**src/rtl/fetch_pkg.sv**
```systemverilog
// Shared types and constants for the instruction-fetch sequencer.
package fetch_pkg;

    localparam int unsigned ADDR_W    = 8;
    localparam int unsigned DATA_W    = 32;
    localparam int unsigned PC_STEP   = 4;
    localparam int unsigned BUF_DEPTH = 2;
    localparam int unsigned CNT_W     = 2;
    localparam int unsigned OCC_W     = CNT_W + 1;

    localparam logic [ADDR_W-1:0] RESET_PC = 8'h00;

    typedef enum logic [1:0] {
        IDLE  = 2'd0,
        RUN   = 2'd1,
        DRAIN = 2'd2
    } fetch_state_t;

    typedef struct packed {
        logic [DATA_W-1:0] inst;
        logic [ADDR_W-1:0] pc;
    } fetch_entry_t;

    // Word-align a fetch address by clearing the byte-offset bits.
    function automatic logic [ADDR_W-1:0] align_pc(input logic [ADDR_W-1:0] addr);
        return addr & ~ADDR_W'(PC_STEP - 1);
    endfunction

    // Sequential successor; wraps modulo 2^ADDR_W.
    function automatic logic [ADDR_W-1:0] next_pc(input logic [ADDR_W-1:0] pc);
        return pc + ADDR_W'(PC_STEP);
    endfunction

endpackage

```
**src/rtl/fetch_buf.sv**
```systemverilog
// Two-entry output FIFO for fetched instructions; entry 0 is always the head.
module fetch_buf
    import fetch_pkg::*;
(
    input  logic              clock,
    input  logic              reset,
    input  logic              i_flush,
    input  logic              i_push,
    input  fetch_entry_t      i_entry,
    input  logic              i_pop,
    output logic [CNT_W-1:0]  o_count,
    output fetch_entry_t      o_head
);

    fetch_entry_t     r_head;
    fetch_entry_t     r_tail;
    logic [CNT_W-1:0] r_count;

    logic w_pop;
    logic w_full;

    assign w_pop  = i_pop & (r_count != '0);
    assign w_full = (r_count == CNT_W'(BUF_DEPTH));

    // Shift-style storage so the head is read straight from a flop.
    always_ff @(posedge clock) begin
        if (reset) begin
            r_head  <= '0;
            r_tail  <= '0;
            r_count <= '0;
        end else if (i_flush) begin
            r_count <= '0;
        end else begin
            case ({i_push, w_pop})
                2'b10: begin
                    if (r_count == '0) begin
                        r_head <= i_entry;
                    end else begin
                        r_tail <= i_entry;
                    end
                    if (!w_full) begin
                        r_count <= r_count + CNT_W'(1);
                    end
                end
                2'b01: begin
                    r_head  <= r_tail;
                    r_count <= r_count - CNT_W'(1);
                end
                2'b11: begin
                    if (r_count == CNT_W'(1)) begin
                        r_head <= i_entry;
                    end else begin
                        r_head <= r_tail;
                        r_tail <= i_entry;
                    end
                end
                default: begin
                end
            endcase
        end
    end

    // A push into a full buffer without a pop means the issue gate let one too many reads out.
    a_no_overflow: assert property (@(posedge clock) disable iff (reset)
        !(i_push && !w_pop && !i_flush && w_full));

    assign o_count = r_count;
    assign o_head  = r_head;

endmodule

```
**src/rtl/rom_fetch_ctrl.sv**
```systemverilog
// Instruction-fetch sequencer: owns the PC, issues one ROM read per cycle,
// buffers returned words and hands them to decode with their PC.
module rom_fetch_ctrl
    import fetch_pkg::*;
(
    input  logic              clock,
    input  logic              reset,
    input  logic              enable,
    input  logic              redirect_valid,
    input  logic [ADDR_W-1:0] redirect_pc,
    output logic [ADDR_W-1:0] rom_address,
    input  logic [DATA_W-1:0] rom_out,
    output logic              inst_valid,
    input  logic              inst_ready,
    output logic [DATA_W-1:0] inst,
    output logic [ADDR_W-1:0] inst_pc,
    output logic              busy
);

    fetch_state_t      r_state;
    fetch_state_t      w_state_nxt;

    logic [ADDR_W-1:0] r_pc;
    logic              r_inflight;
    logic [ADDR_W-1:0] r_inflight_pc;

    logic [CNT_W-1:0]  w_count;
    fetch_entry_t      w_head;
    fetch_entry_t      w_entry;
    logic              w_pop;
    logic              w_push;
    logic              w_busy;
    logic              w_room;
    logic              w_issue;
    logic [OCC_W-1:0]  w_occ;

    assign w_pop  = (w_count != '0) & inst_ready;
    assign w_busy = r_inflight | (w_count != '0);

    // Slots committed after this cycle; a new read may go out only if one stays free.
    assign w_occ  = OCC_W'(w_count) + OCC_W'(r_inflight) - OCC_W'(w_pop);
    assign w_room = (w_occ < OCC_W'(BUF_DEPTH));

    // The word on rom_out belongs to a read squashed by a redirect this cycle.
    assign w_push  = r_inflight & ~redirect_valid;
    assign w_entry = {rom_out, r_inflight_pc};

    // Fetch-control state register.
    always_ff @(posedge clock) begin
        if (reset) begin
            r_state <= IDLE;
        end else begin
            r_state <= w_state_nxt;
        end
    end

    // Next-state: redirect picks RUN or IDLE outright, otherwise follow enable and busy.
    always_comb begin
        w_state_nxt = r_state;
        if (redirect_valid) begin
            w_state_nxt = enable ? RUN : IDLE;
        end else begin
            case (r_state)
                IDLE: begin
                    if (enable) begin
                        w_state_nxt = RUN;
                    end
                end
                RUN: begin
                    if (!enable) begin
                        w_state_nxt = w_busy ? DRAIN : IDLE;
                    end
                end
                DRAIN: begin
                    if (enable) begin
                        w_state_nxt = RUN;
                    end else if (!w_busy) begin
                        w_state_nxt = IDLE;
                    end
                end
                default: begin
                    w_state_nxt = IDLE;
                end
            endcase
        end
    end

    // Issue only when heading into RUN, never in a redirect cycle, and only with buffer room.
    always_comb begin
        w_issue = 1'b0;
        if ((w_state_nxt == RUN) && !redirect_valid && w_room) begin
            w_issue = 1'b1;
        end
    end

    // PC and the single in-flight read tracker.
    always_ff @(posedge clock) begin
        if (reset) begin
            r_pc          <= RESET_PC;
            r_inflight    <= 1'b0;
            r_inflight_pc <= '0;
        end else if (redirect_valid) begin
            r_pc       <= align_pc(redirect_pc);
            r_inflight <= 1'b0;
        end else begin
            r_inflight <= w_issue;
            if (w_issue) begin
                r_inflight_pc <= r_pc;
                r_pc          <= next_pc(r_pc);
            end
        end
    end

    fetch_buf u_buf (
        .clock   (clock),
        .reset   (reset),
        .i_flush (redirect_valid),
        .i_push  (w_push),
        .i_entry (w_entry),
        .i_pop   (w_pop),
        .o_count (w_count),
        .o_head  (w_head)
    );

    assign rom_address = r_pc;
    assign inst_valid  = (w_count != '0);
    assign inst        = w_head.inst;
    assign inst_pc     = w_head.pc;
    assign busy        = w_busy;

endmodule
```
**config.mk**
```make
export PLATFORM = sky130hd
export DESIGN_NAME = rom_fetch_ctrl
export DESIGN_NICKNAME = d
export VERILOG_FILES = /design/src/rtl/fetch_pkg.sv /design/src/rtl/fetch_buf.sv /design/src/rtl/rom_fetch_ctrl.sv
export SDC_FILE = /design/constraint.sdc
export NUM_CORES = 1
export LEC_CHECK = 0
export ABC_AREA = 0
export ABC_CLOCK_PERIOD_IN_PS = 2800
export CORE_MARGIN = 4
export CORE_UTILIZATION = 45
export DETAILED_ROUTE_END_ITERATION = 8
export GPL_TIMING_DRIVEN = 0
export PLACE_DENSITY = 0.75
export SKIP_CTS_REPAIR_TIMING = 1
export SLEW_MARGIN = 40
export SYNTH_ARGS = -nofsm -noshare
export SYNTH_HDL_FRONTEND = slang
export SYNTH_HIERARCHICAL = 1
export SYNTH_SLANG_ARGS = --single-unit
```
**constraint.sdc**
```tcl
create_clock -name clock -period 2.8 [get_ports clock]
set_clock_uncertainty 0.05 [all_clocks]
set_input_delay 0.42 -clock clock [delete_from_list [all_inputs] [get_ports clock]]
set_output_delay 0.42 -clock clock [all_outputs]
set_load 0.05 [all_outputs]
```
Word-level counts from Yosys, hierarchy flattened
Cells that the tools add are included.
- register bits after elaboration: 101
- logic and storage cells: 67
- input port bits: 45
- output and inout bits: 50
- $add $sub $neg: 5
- reduce and logical (&&, ||, !) cells: 15
- magnitude comparators: 1
- bitwise operators: 5
- mux-type cells: 19
- equal/unequal tests: 12
- operators with widths (operator ; number):
    $mux W40 ; 4
    $pmux W40 S3 ; 1
    $pmux W40 S2 ; 1
    $mux W8 ; 2
    $mux W2 ; 7
    $add A8 B3 Y8 const B ; 1
    $eq A2 B1 Y1 const B ; 4
    $eq A2 B2 Y1 const B ; 4
    $reduce_bool A2 Y1 ; 4
    $ne A2 B2 Y1 const B ; 3
    $pmux W2 S3 ; 1
    $logic_not A2 Y1 ; 2
    $pmux W2 S2 ; 1
    $reduce_and A2 Y1 ; 2
    $reduce_and A4 Y1 ; 1
    $add A2 B1 Y3 ; 1
    $and A1 B1 Y1 ; 3
    $lt A3 B2 Y1 const B ; 1
    $reduce_and A3 Y1 ; 1
    $reduce_bool A3 Y1 ; 1
    $sub A3 B1 Y3 ; 1
    $add A2 B1 Y2 const B ; 1
    $logic_and A1 B1 Y1 ; 2
    $mux W1 ; 2
    6 further kinds ; 6

Longest topological paths before layout
Gate-level depths: netlist of run 1.
- depth after elaboration: 12
- depth in mapped cells: 11
- depth with buffers taken out: 10

Hierarchy
Netlist of run 1, hierarchy kept.
- modules (own cells, without submodules) (module ; area each (sq um) ; sequential area each (sq um) ; times used ; cells an instance):
    fetch_buf ; 3577.2 ; 1641.6 ; 1 ; 423
    rom_fetch_ctrl ; 765.7 ; 300.3 ; 1 ; 90

Worst setup path after synthesis of run 1
No wires, ideal clock.
- kind: reg2reg
- start: register u_buf.r_count[1] (netlist: u_buf/o_count[1])
- end: register r_pc[7] (netlist: rom_address[7])
- path slack: -0.289 ns
- clock period less this slack: 3.089 ns
- stages on the path, launching flop included: 11
- data arrival time: 2.919 ns
- path buffers: 0
- library setup time: 0.120 ns
- required time: 2.630 ns
- path through: dfxtp_1 -> inv_1 -> nand2_1 -> and2_1 -> ha_1 -> nor2b_1 -> fa_1 -> nand2b_1 -> or3_4 -> o31a_1 -> o31a_1
- elaborated cells on any way between the ends: 17
- classes of those cells: 2 x add/sub; 1 x order compare; 1 x eq/ne; 7 x mux; 2 x bitwise; 4 x reduce/logical
- RTL lines (element ; RTL line ; text):
    start, declared ; fetch_buf.sv:17 ; logic [CNT_W-1:0] r_count;
    start signal, assigned ; fetch_buf.sv:42 ; r_count <= r_count + CNT_W'(1);
    start signal, assigned ; fetch_buf.sv:47 ; r_count <= r_count - CNT_W'(1);
    $reduce_bool A2 Y1 ; n/a ;
    named net inst_valid ; rom_fetch_ctrl.sv:13 ; output logic inst_valid,
    $and A1 B1 Y1 ; rom_fetch_ctrl.sv:37 ; assign w_pop = (w_count != '0) & inst_ready;
    named net w_pop ; rom_fetch_ctrl.sv:30 ; logic w_pop;
    $sub A3 B1 Y3 ; rom_fetch_ctrl.sv:41 ; assign w_occ = OCC_W'(w_count) + OCC_W'(r_inflight) - OCC_W'(w_pop);
    $lt A3 B2 Y1 ; rom_fetch_ctrl.sv:42 ; assign w_room = (w_occ < OCC_W'(BUF_DEPTH));
    $logic_and A1 B1 Y1 ; rom_fetch_ctrl.sv:91 ; if ((w_state_nxt == RUN) && !redirect_valid && w_room) begin
    $mux W1 ; rom_fetch_ctrl.sv:91 ;
    $reduce_bool A2 Y1 (no line) ; n/a ;
    end signal, assigned ; rom_fetch_ctrl.sv:103 ; r_pc <= align_pc(redirect_pc);
    end signal, assigned ; rom_fetch_ctrl.sv:109 ; r_pc <= next_pc(r_pc);
    end, declared ; rom_fetch_ctrl.sv:23 ; logic [ADDR_W-1:0] r_pc;
The timed path passes the listed nets, and every way through them passes these cells.
A chain may end at the register's enable or synchronous reset.

Worst setup path after layout of run 1
- start: register u_buf.r_count[0] (netlist: u_buf/o_count[0])
- end: register r_pc[7] (netlist: rom_address[7])
- elaborated cells on any way between the ends: 17
- classes of those cells: 2 x add/sub; 1 x order compare; 1 x eq/ne; 7 x mux; 2 x bitwise; 4 x reduce/logical
- RTL lines (element ; RTL line):
    $reduce_bool A2 Y1 ; rom_fetch_ctrl.sv:37
    $and A1 B1 Y1 ; rom_fetch_ctrl.sv:37
    named net w_pop ; rom_fetch_ctrl.sv:30
    $sub A3 B1 Y3 ; rom_fetch_ctrl.sv:41
    $lt A3 B2 Y1 ; rom_fetch_ctrl.sv:42
    $logic_and A1 B1 Y1 ; rom_fetch_ctrl.sv:91
    $mux W1 ; rom_fetch_ctrl.sv:91
    $reduce_bool A2 Y1 (no line) ; n/a
The timed path passes the listed nets, and every way through them passes these cells.

==> flow_summary_export.csv, run 1 <==
group,metric,value,unit
final_layout,nets,671,
timing,slew_viol_final,0,
clocking,clk_latency,0.35,ns
worst_hold_path,hold_class,"register to register",
placement,placedCellCount,737,
clocking,clk_pin_slew,0.09,ns
floorplan,die_w,106.2,µm
synth,yosysMostFrequentCell,"nand2_1",
floorplan,start_util,46.56,%
critical_path,crit_required,3.00,ns
timing,fin_crit,2.732,ns
synth,synth_seq_cells,97,
power_and_ir_drop,irDropWorstVdd,0.0002533,V
global_routing,grt_max_degree,17,
final_layout,final_util,61.09,%
critical_path,path_class,"register to register",
floorplan,core_area,0.009328,mm²
clocking,cts_buffers,9,
placement,hpwlAfterDp,7.499,mm
final_layout,fin_cells,754,
timing,clock.fmax,366.0,MHz
synth,postSynthCellCount,513,
synth,ys_seq_area_share,44.71,%
final_layout,diodes,0,
routing,drt_iter0_markers,131,
run_status,run_status,"complete, no violations",
job,maxCapViolations,0,
final_layout,drive_above_1_share,15.68,%
global_routing,globalRouteOverflowTotal,0,
clocking,cts.root.buffer_cell,"clkbuf_8",
clocking,cts_tree,"built",
synth,synthSimpleGateAreaFrac,22.21,%
global_routing,grt_usage,18.81,%
final_layout,final_area,0.005698,mm²
global_routing,grt_pass1_vias,3826,
timing,fin_crit_sh,97.58,%
routing,drtPass1Iterations,4,
synth,synth_top_family_by_area,"compound AO/OA/AOI/OAI gates",
global_routing,antenna_found_initial,0,
floorplan,die_y,106.2,µm
routing,via_per_inst,5.028,
routing,wl_per_cell,13.84,µm
clocking,cts-htree-levels,3,
synth,synth_compound_area_share,22.88,%
routing,route.detailed.drc,0,
synth,avgSynthCellArea,8.466,µm²
clocking,clockBufferDepth,2,
final_layout,area_growth,31.20,%
synth,synth_top_cell_area_share,44.71,%
timing,hold_violations,0,
synth,synthMuxAreaShare,0.4610,%
critical_path,critPathLaunchType,"register",
synth,synthAdderAreaFrac,1.901,%
synth,ys_top_cells_by_count,"nand2_1 (170), dfxtp_1 (97), a21oi_1 (51)",
synth,synth_top_area_cell,"dfxtp_1",
synth,ys.flop_type,"dfxtp_1",
routing,routed_wirelength,10.44,mm
synth,synth_xor_area_share,1.412,%
worst_hold_path,min_path_cells,2,
synth,yosys.cell_types.count,36,
global_routing,grt_first_pass_wirelength,17.50,mm
synth,ys_warn_count,6,
synth,synth-edff-count,0,
placement,place_area,0.005433,mm²
synth,syn_area,0.004343,mm²
timing,finalSetupTns,0,ns
timing,worst_slew_pin_slew,0.7181,ns
routing,ant_nets,0,
power_and_ir_drop,powerDensity,472.6,mW/mm²
clocking,cts_num_sinks,97,
placement,port_buffers,90,
power_and_ir_drop,p_leak,0.001914,µW
routing,vias,3791,
timing,setup_violations,0,
floorplan,rows,35,
critical_path,cp_data_arrival_time,2.93,ns
placement,gp_congestion,0.7883,
floorplan,io_pins,95,
synth,synth.area.top_cells,"dfxtp_1 (45%), nand2_1 (15%), a311oi_2 (14%)",
synth,synthArstFlopShare,0,%
timing,slew-limit-headroom,52.12,%
critical_path,crit_fanout,5,
critical_path,critPathCaptureType,"register",
floorplan,dieArea,0.01129,mm²
critical_path,worstRegToRegCells,10,
power_and_ir_drop,p_total,2693,µW
-- where the power goes --
part           switching (µW)  total, µW  leakage [µW]  internal [µW]
Clock                     480        919     0.0000985            439
Sequential               22.0       1420      0.000787           1400
Combinational             203        349       0.00103            146
-- placed cells by master (no fill, tap or decap), types with 3 or more instances in the layout --
cell,count
a211oi_1,4
nor2_1,44
nand2_1,169
a21oi_1,51
nand2b_1,3
nand3_1,3
o21ai_0,7
a311oi_2,40
ha_1,4
xnor2_1,4
buf_2,13
buf_4,7
clkbuf_8,10
clkdlybuf4s50_1,90
clkbuf_1,15
nor4_1,3
dfxtp_1,95
buf_6,6
inv_1,7
conb_1,6
-- state kept, by name, indices dropped and copies added (netlist names) --
signal and cells:
r_inflight 1, r_inflight_pc 6, r_state 2, rom_address 6, u_buf/o_count 2, u_buf/o_head 40, u_buf/r_tail 40
-- per-stage QoR --
stage          hold WS [ns]  setup slack (ns)
2_1_floorplan        0.3866           0.02155
3_3_place_gp         0.3913           -0.3320
3_5_place_dp         0.3970           -0.3993
4_1_cts              0.4096           -0.1141
5_1_grt              0.4277          -0.01906
6_report             0.4083           0.06766
-- final timing paths --
| kind | startpoint | end | slack, ns |
|---|---|---|---|
| worst max-delay path | u_buf/o_count[0] | rom_address[7] | 0.07 |
| worst max register to register | u_buf/o_count[0] | rom_address[7] | 0.07 |
| worst min register to register | u_buf/r_tail[9] | u_buf/r_tail[9] | 0.41 |
| worst min-delay path | u_buf/r_tail[9] | u_buf/r_tail[9] | 0.41 |
-- critical path, cell delays in order, from the launching register on --
cell and delay (ns):
dfxtp_4 0.37, inv_2 0.10, nand2_4 0.05, and2_2 0.22, ha_4 0.22, nor2b_2 0.13, fa_1 0.43, nand2b_4 0.17
or3_4 0.38, o31a_1 0.28, o31a_1 0.23
-- cell type report --
type                            count  area [µm²]
Sequential cell                    97        1949
Tap cell                          129       161.4
Fill cell                         852        3630
Clock inverter                      6       67.56
Timing Repair Buffer               91       908.4
Clock buffer                       10       137.6
Buffer                             42       241.5
Multi-Input combinational cell    370        2196
Inverter                            9       36.28
-- cell families (layout without fill, tap and decap cells) --
group,count (synthesis),in the layout
DFF,97,97
other,1,6
and+or+nand+nor,239,239
xor gates and xnor gates,7,7
AOI/OAI and AO/OA,110,110
muxes,2,2
buffers and inverters,51,158
adders and majority gates,6,6
-- per-layer routing --
metal  global-route usage [%]  routed length (µm)  part of all wire (%)  up-vias
met5                        0                   0                     0        -
met4                    7.308                 143                   1.4        0
met3                    3.582                 487                   4.7       13
met2                    32.71                5286                    51       89
met1                    22.87                4518                    43     1747
li1                         -                   -                     -     1942
Power figures use the tool's default switching activity.
==> run 2, diff against run 1 <==
--- a/config.mk
+++ b/config.mk
@@ -10,6 +10,7 @@
 export CORE_MARGIN = 4
 export CORE_UTILIZATION = 45
 export DETAILED_ROUTE_END_ITERATION = 8
+export GPL_ROUTABILITY_DRIVEN = 1
 export GPL_TIMING_DRIVEN = 0
 export PLACE_DENSITY = 0.75
 export SKIP_CTS_REPAIR_TIMING = 1
==> results of run 2 <==
No change in the layout: final DEF, timing and power equal those of run 1.
